$ cat config.mk
export PLATFORM = sky130hd
export DESIGN_NAME = mem_responder
export DESIGN_NICKNAME = d
export VERILOG_FILES = /design/src/rtl/mips16_pkg.sv /design/src/rtl/mem_array.sv /design/src/rtl/mem_responder.sv
export SDC_FILE = /design/constraint.sdc
export NUM_CORES = 2
export LEC_CHECK = 0
export CORE_AREA = 2 2 513 566
export CTS_CLUSTER_DIAMETER = 30
export CTS_CLUSTER_SIZE = 20
export DETAILED_ROUTE_END_ITERATION = 7
export DIE_AREA = 0 0 515 568
export DONT_BUFFER_PORTS = 1
export GPL_ROUTABILITY_DRIVEN = 1
export PLACE_DENSITY = 0.7
export RECOVER_POWER = 100
export SYNTH_ARGS = -nofsm -noshare
export SYNTH_HDL_FRONTEND = slang
export SYNTH_SLANG_ARGS = --single-unit
$ cat constraint.sdc
create_clock -name clock -period 7.9 [get_ports clock]
set_input_delay 0.395 -clock clock [delete_from_list [all_inputs] [get_ports clock]]
set_output_delay 0.395 -clock clock [all_outputs]
set_load 0.05 [all_outputs]
$ cat src/rtl/mips16_pkg.sv
// Shared types and constants for the MIPS16 memory-side responder and its benches.
package mips16_pkg;

  // Responder FSM states
  typedef enum logic [1:0] {
    IDLE = 2'd0,
    WAIT = 2'd1,
    DONE = 2'd2
  } mem_state_t;

  // Datapath word width and default RAM index width
  localparam int MEM_DATA_W = 16;
  localparam int MEM_ADDR_W = 8;

  // Load/store opcodes, handy for benches that drive the responder like the datapath does
  localparam logic [3:0] LW = 4'b1000;
  localparam logic [3:0] SW = 4'b1001;

  // True when a 16-bit word address fits inside a RAM of 2**aw words
  function automatic logic addr_in_range(input logic [15:0] a, input int aw);
    return (a >> aw) == 16'd0;
  endfunction

endpackage

$ cat src/rtl/mem_array.sv
// Single-port synchronous RAM: write on we, registered read data on re.
module mem_array
  import mips16_pkg::*;
#(
  parameter int ADDR_W = MEM_ADDR_W,
  parameter int DATA_W = MEM_DATA_W
) (
  input  logic              clock,
  input  logic              we,
  input  logic              re,
  input  logic [ADDR_W-1:0] addr,
  input  logic [DATA_W-1:0] wdata,
  output logic [DATA_W-1:0] rdata
);

  logic [DATA_W-1:0] mem [2**ADDR_W];

  // Storage is never reset; contents survive a responder reset
  always_ff @(posedge clock) begin
    if (we) begin
      mem[addr] <= wdata;
    end
    if (re) begin
      rdata <= mem[addr];
    end
  end

endmodule

$ cat src/rtl/mem_responder.sv
// Memory-side responder for the multicycle MIPS16 datapath.
// Accepts one read or write at a time, waits LATENCY cycles, touches the RAM,
// then pulses ready for one cycle. Malformed or out-of-range requests get an
// err pulse instead and never reach the RAM.
module mem_responder
  import mips16_pkg::*;
#(
  parameter int ADDR_W  = MEM_ADDR_W,
  parameter int DATA_W  = MEM_DATA_W,
  parameter int LATENCY = 2
) (
  input  logic              clock,
  input  logic              reset,
  input  logic              mem_read,
  input  logic              mem_write,
  input  logic [15:0]       address,
  input  logic [DATA_W-1:0] write_data,
  output logic [DATA_W-1:0] read_data,
  output logic              ready,
  output logic              busy,
  output logic              err
);

  // Counter reload value; LATENCY is limited to 1..15 so it fits in four bits
  localparam logic [3:0] LAT_M1 = 4'(LATENCY - 1);

  mem_state_t        state;
  mem_state_t        next_state;
  logic [3:0]        cnt;
  logic              issued;
  logic              op_write;
  logic [ADDR_W-1:0] addr_q;
  logic [DATA_W-1:0] wdata_q;
  logic [DATA_W-1:0] ram_rdata;

  logic              accept;
  logic              reject;
  logic              ram_we;
  logic              ram_re;
  logic              capture;
  logic              single_req;
  logic              any_req;
  logic              in_range;

  assign single_req = mem_read ^ mem_write;
  assign any_req    = mem_read | mem_write;
  assign in_range   = addr_in_range(address, ADDR_W);

  // State register; reset drops any in-flight access on the floor
  always_ff @(posedge clock or posedge reset) begin
    if (reset) begin
      state <= IDLE;
    end else begin
      state <= next_state;
    end
  end

  // Next-state and control decode. The RAM is touched once the countdown hits
  // zero; the following edge moves its registered output into read_data and
  // enters DONE, so ready lands LATENCY+1 edges after the accept edge.
  always_comb begin
    next_state = state;
    accept     = 1'b0;
    reject     = 1'b0;
    ram_we     = 1'b0;
    ram_re     = 1'b0;
    capture    = 1'b0;
    ready      = 1'b0;
    busy       = 1'b0;
    case (state)
      IDLE: begin
        if (single_req && in_range) begin
          accept     = 1'b1;
          next_state = WAIT;
        end else if (any_req) begin
          reject = 1'b1;
        end
      end
      WAIT: begin
        busy = 1'b1;
        if (cnt == 4'd0) begin
          if (!issued) begin
            ram_we = op_write;
            ram_re = !op_write;
          end else begin
            capture    = 1'b1;
            next_state = DONE;
          end
        end
      end
      DONE: begin
        busy       = 1'b1;
        ready      = 1'b1;
        next_state = IDLE;
      end
      default: begin
        next_state = IDLE;
      end
    endcase
  end

  // Request latches, latency countdown, error pulse and load-data register
  always_ff @(posedge clock or posedge reset) begin
    if (reset) begin
      cnt       <= 4'd0;
      issued    <= 1'b0;
      op_write  <= 1'b0;
      addr_q    <= '0;
      wdata_q   <= '0;
      read_data <= '0;
      err       <= 1'b0;
    end else begin
      err <= reject;
      if (accept) begin
        op_write <= mem_write;
        addr_q   <= address[ADDR_W-1:0];
        wdata_q  <= write_data;
        cnt      <= LAT_M1;
        issued   <= 1'b0;
      end else if (state == WAIT) begin
        if (cnt != 4'd0) begin
          cnt <= cnt - 4'd1;
        end else begin
          issued <= 1'b1;
        end
      end
      if (capture && !op_write) begin
        read_data <= ram_rdata;
      end
    end
  end

  mem_array #(
    .ADDR_W(ADDR_W),
    .DATA_W(DATA_W)
  ) u_mem_array (
    .clock(clock),
    .we   (ram_we),
    .re   (ram_re),
    .addr (addr_q),
    .wdata(wdata_q),
    .rdata(ram_rdata)
  );

endmodule

==> metrics.yaml <==
synth:
  synth_area_leaders: "edfxtp_1, mux4_2, a22oi_1"
  netlist-cell-type-count: 33
  yosysWarnings: 0
  yosysSeqAreaShare_pct: 79.3
  ys_ff_latch: 4161
  yosysTopAreaCell: "edfxtp_1"
  syn_area_per_cell_sq_um: 23.0
  syn_inst: 6848
  synth_fp_nets: 6891
  synth.top_cell.area_share_pct: 78.5
  synthesis.area_sq_um: 157000
timing:
  fmax_mhz: 139
  tightest_slew_ns: 4.81
  finalHoldViolCount: 0
  final-setup-viol-count: 0
  finalClockSkew_ns: 0.0604
  slew-limit-headroom_pct: -221
  fin_crit_sh_pct: 91.2
  drv_slew: 4716
  min_period_ns: 7.20
  rsz0062_at_grt: "no"
  tns_ns: 0
power:
  vdd_drop_max_v: 0.000184
  p_total_uw: 55000
  powerDensity_nw_per_um2: 298
  leakagePower_uw: 0.0592
critical_path:
  crit_path_cell_trace: "nor2b_1, buf_4, clkbuf_1, nand2_1, clkbuf_2, nor2_1, clkbuf_1"
  reg2reg_slack_ns: 0.70
  path_common_cell: "clkbuf_1"
  r2r-start: "addr_q[2]"
  critPathMaxFanout: 42
  max_stage_delay_ns: 2.26
  rr_worst_depth: 7
  cp_slowest_cell: "clkbuf_1"
  worst_setup_path_start_kind: "flip-flop"
  end_kind: "flip-flop"
  crit_arrival_ns: 7.75
  worst-path-buf-inv: 4
  timing.rr.end: "u_mem_array.mem[231][0]"
  cp_top_family: "buffers and inverters"
  crit_type: "flip-flop to flip-flop"
  worstPathRequired_ns: 8.44
routing:
  wirelength_mm: 411
  vias_per_cell: 6.71
  vias: 78800
  drc: 0
  ant_nets: 0
  wl_per_cell_microns: 35.0
  dr.first_iter.drc_count: 11600
  drtPass1Iterations: 5
die:
  die_h_microns: 568
  coreArea_sq_um: 287000
  initial_core_util_pct: 54.7
  die_area_sq_um: 293000
  ioPinCount: 55
  die_w_microns: 515
  fp-row-count: 207
grt:
  grt_pass1_vias: 79100
  grt_pass1_wl_mm: 584
  antenna_found_initial: 17
  grt_usage_pct: 28.1
  grt_max_degree: 206
  globalRouteOverflowTotal: 0
clock_network:
  holdBufCountCts: 32
  clock-root-buffer: "clkbuf_16"
  post_cts_buffers: 0
  clockBufferDepth: 4
  tritoncts: "built"
  clock-sinks: 4161
  cts_max_level: 6
  clkLatencyLatePin_ns: 0.96
  cts_resized: 0
  clkTransAtPathRegs_ns: 0.05
  cts_buffers: 620
final_layout:
  area_growth_pct: 17.2
  layout-drive-gt1-share_pct: 28.5
  layout_common_cells: "edfxtp_1, mux4_2, clkbuf_16"
  final_common_cell: "edfxtp_1"
  seqCellArea_sq_um: 125000
  nFillCells: 18300
  nets: 7509
  post-route-util_pct: 64.1
  multi_input_area_sq_um: 31100
hold_path:
  worst_hold_path_type: "input pin to flip-flop"
  worstHoldPathCells: 2
  hold_end: "wdata_q[11]"
  worstHoldStart: "write_data[11]"
place:
  gp_congestion: 0.836
  dp_hpwl_mm: 223
  portBuffers: 0
status:
  failed_checks: "max-capacitance violations, max-slew violations"
  status: "finished with violations"
job:
  max-cap-violations: 86
-- layer usage --
layer | part of all wire, % | global-route usage (%)
met2 | 48 | 43.7
met3 | 11 | 6.14
met4 | 4.9 | 12.5
met5 | 0.042 | 0
met1 | 36 | 38.9
-- sequential cells by signal, indices dropped and copies added, names as in the netlist --
register,cells
u_mem_array.mem,4096
read_data,16
u_mem_array.rdata,16
wdata_q,16
addr_q,8
cnt,4
state,2
err,1
issued,1
op_write,1
-- stage by stage --
step	std cells	setup slack, ns	instance area [sq um]	hold slack, ns
5_1_grt	11700	0.766	184000	0.149
4_1_cts	11700	1.80	186000	0.102
3_5_place_dp	10600	1.98	164000	0.534
2_1_floorplan	6848	3.92	157000	0.455
3_3_place_gp	10600	2.01	164000	0.524
6_report	11700	0.698	184000	0.152
-- final cells by class --
cell class,instances,share of cell area [%]
diodes,12,0.0163
clock buffers,688,8.67
clock inverters,443,2.87
inverters,12,0.0244
multi-input cells,2258,16.9
flip-flops and latches,4161,67.7
well taps,3762,2.55
repair buffers,413,1.31
-- worst max path at each step --
stage | from | to | slack [ns] | depth (start not counted)
2_1_floorplan | wdata_q[0] | u_mem_array.mem[0][0] | 3.92 | 0
3_3_place_gp | addr_q[0] | u_mem_array.rdata[6] | 2.01 | 8
3_5_place_dp | addr_q[0] | u_mem_array.rdata[6] | 1.98 | 8
4_1_cts | addr_q[0] | u_mem_array.rdata[6] | 1.80 | 8
5_1_grt | addr_q[2] | u_mem_array.mem[231][1] | 0.77 | 7
6_report | addr_q[2] | u_mem_array.mem[231][0] | 0.70 | 7
-- power by group --
part | switching (uW) | internal [uW] | total [uW] | leakage [uW]
clock | 10300 | 17300 | 27600 | 0.0102
sequential | 139 | 24400 | 24500 | 0.0377
combinational | 1720 | 1090 | 2810 | 0.0113
-- cells by family (layout without fill, tap and decap cells) --
group           Yosys count  in the layout  synth area share [%]
fa+ha+maj                 7              7                0.0557
compound gates          842            842                  3.65
simple gates            343            343                 0.883
flops                  4161           4161                  79.3
buf+inv                 429           1556                  1.19
xor+xnor                  3              3                0.0167
mux                    1063           1063                  14.9
other cells               0             12                     0
-- synthesized netlist by cell type (all sizes together) --
cell type and n:
nand2 35, nor3 8, ha 7, o41ai 64
nand2b 2, dfrtp 49, nor3b 1, edfxtp 4112
nor2 263, a21oi 258, nand3 4, nor2b 7
nor4 1, or3 1, a211oi 1, buf 160
clkbuf 257, mux4 1024, nand4 17, a22oi 512
or2 1, o21ai 5, inv 12, a21boi 1
mux2 39, xnor2 1, o21a 1, nand4b 1
xor2 2, and2 2
Note: power is estimated with default switching activity, not from simulation.
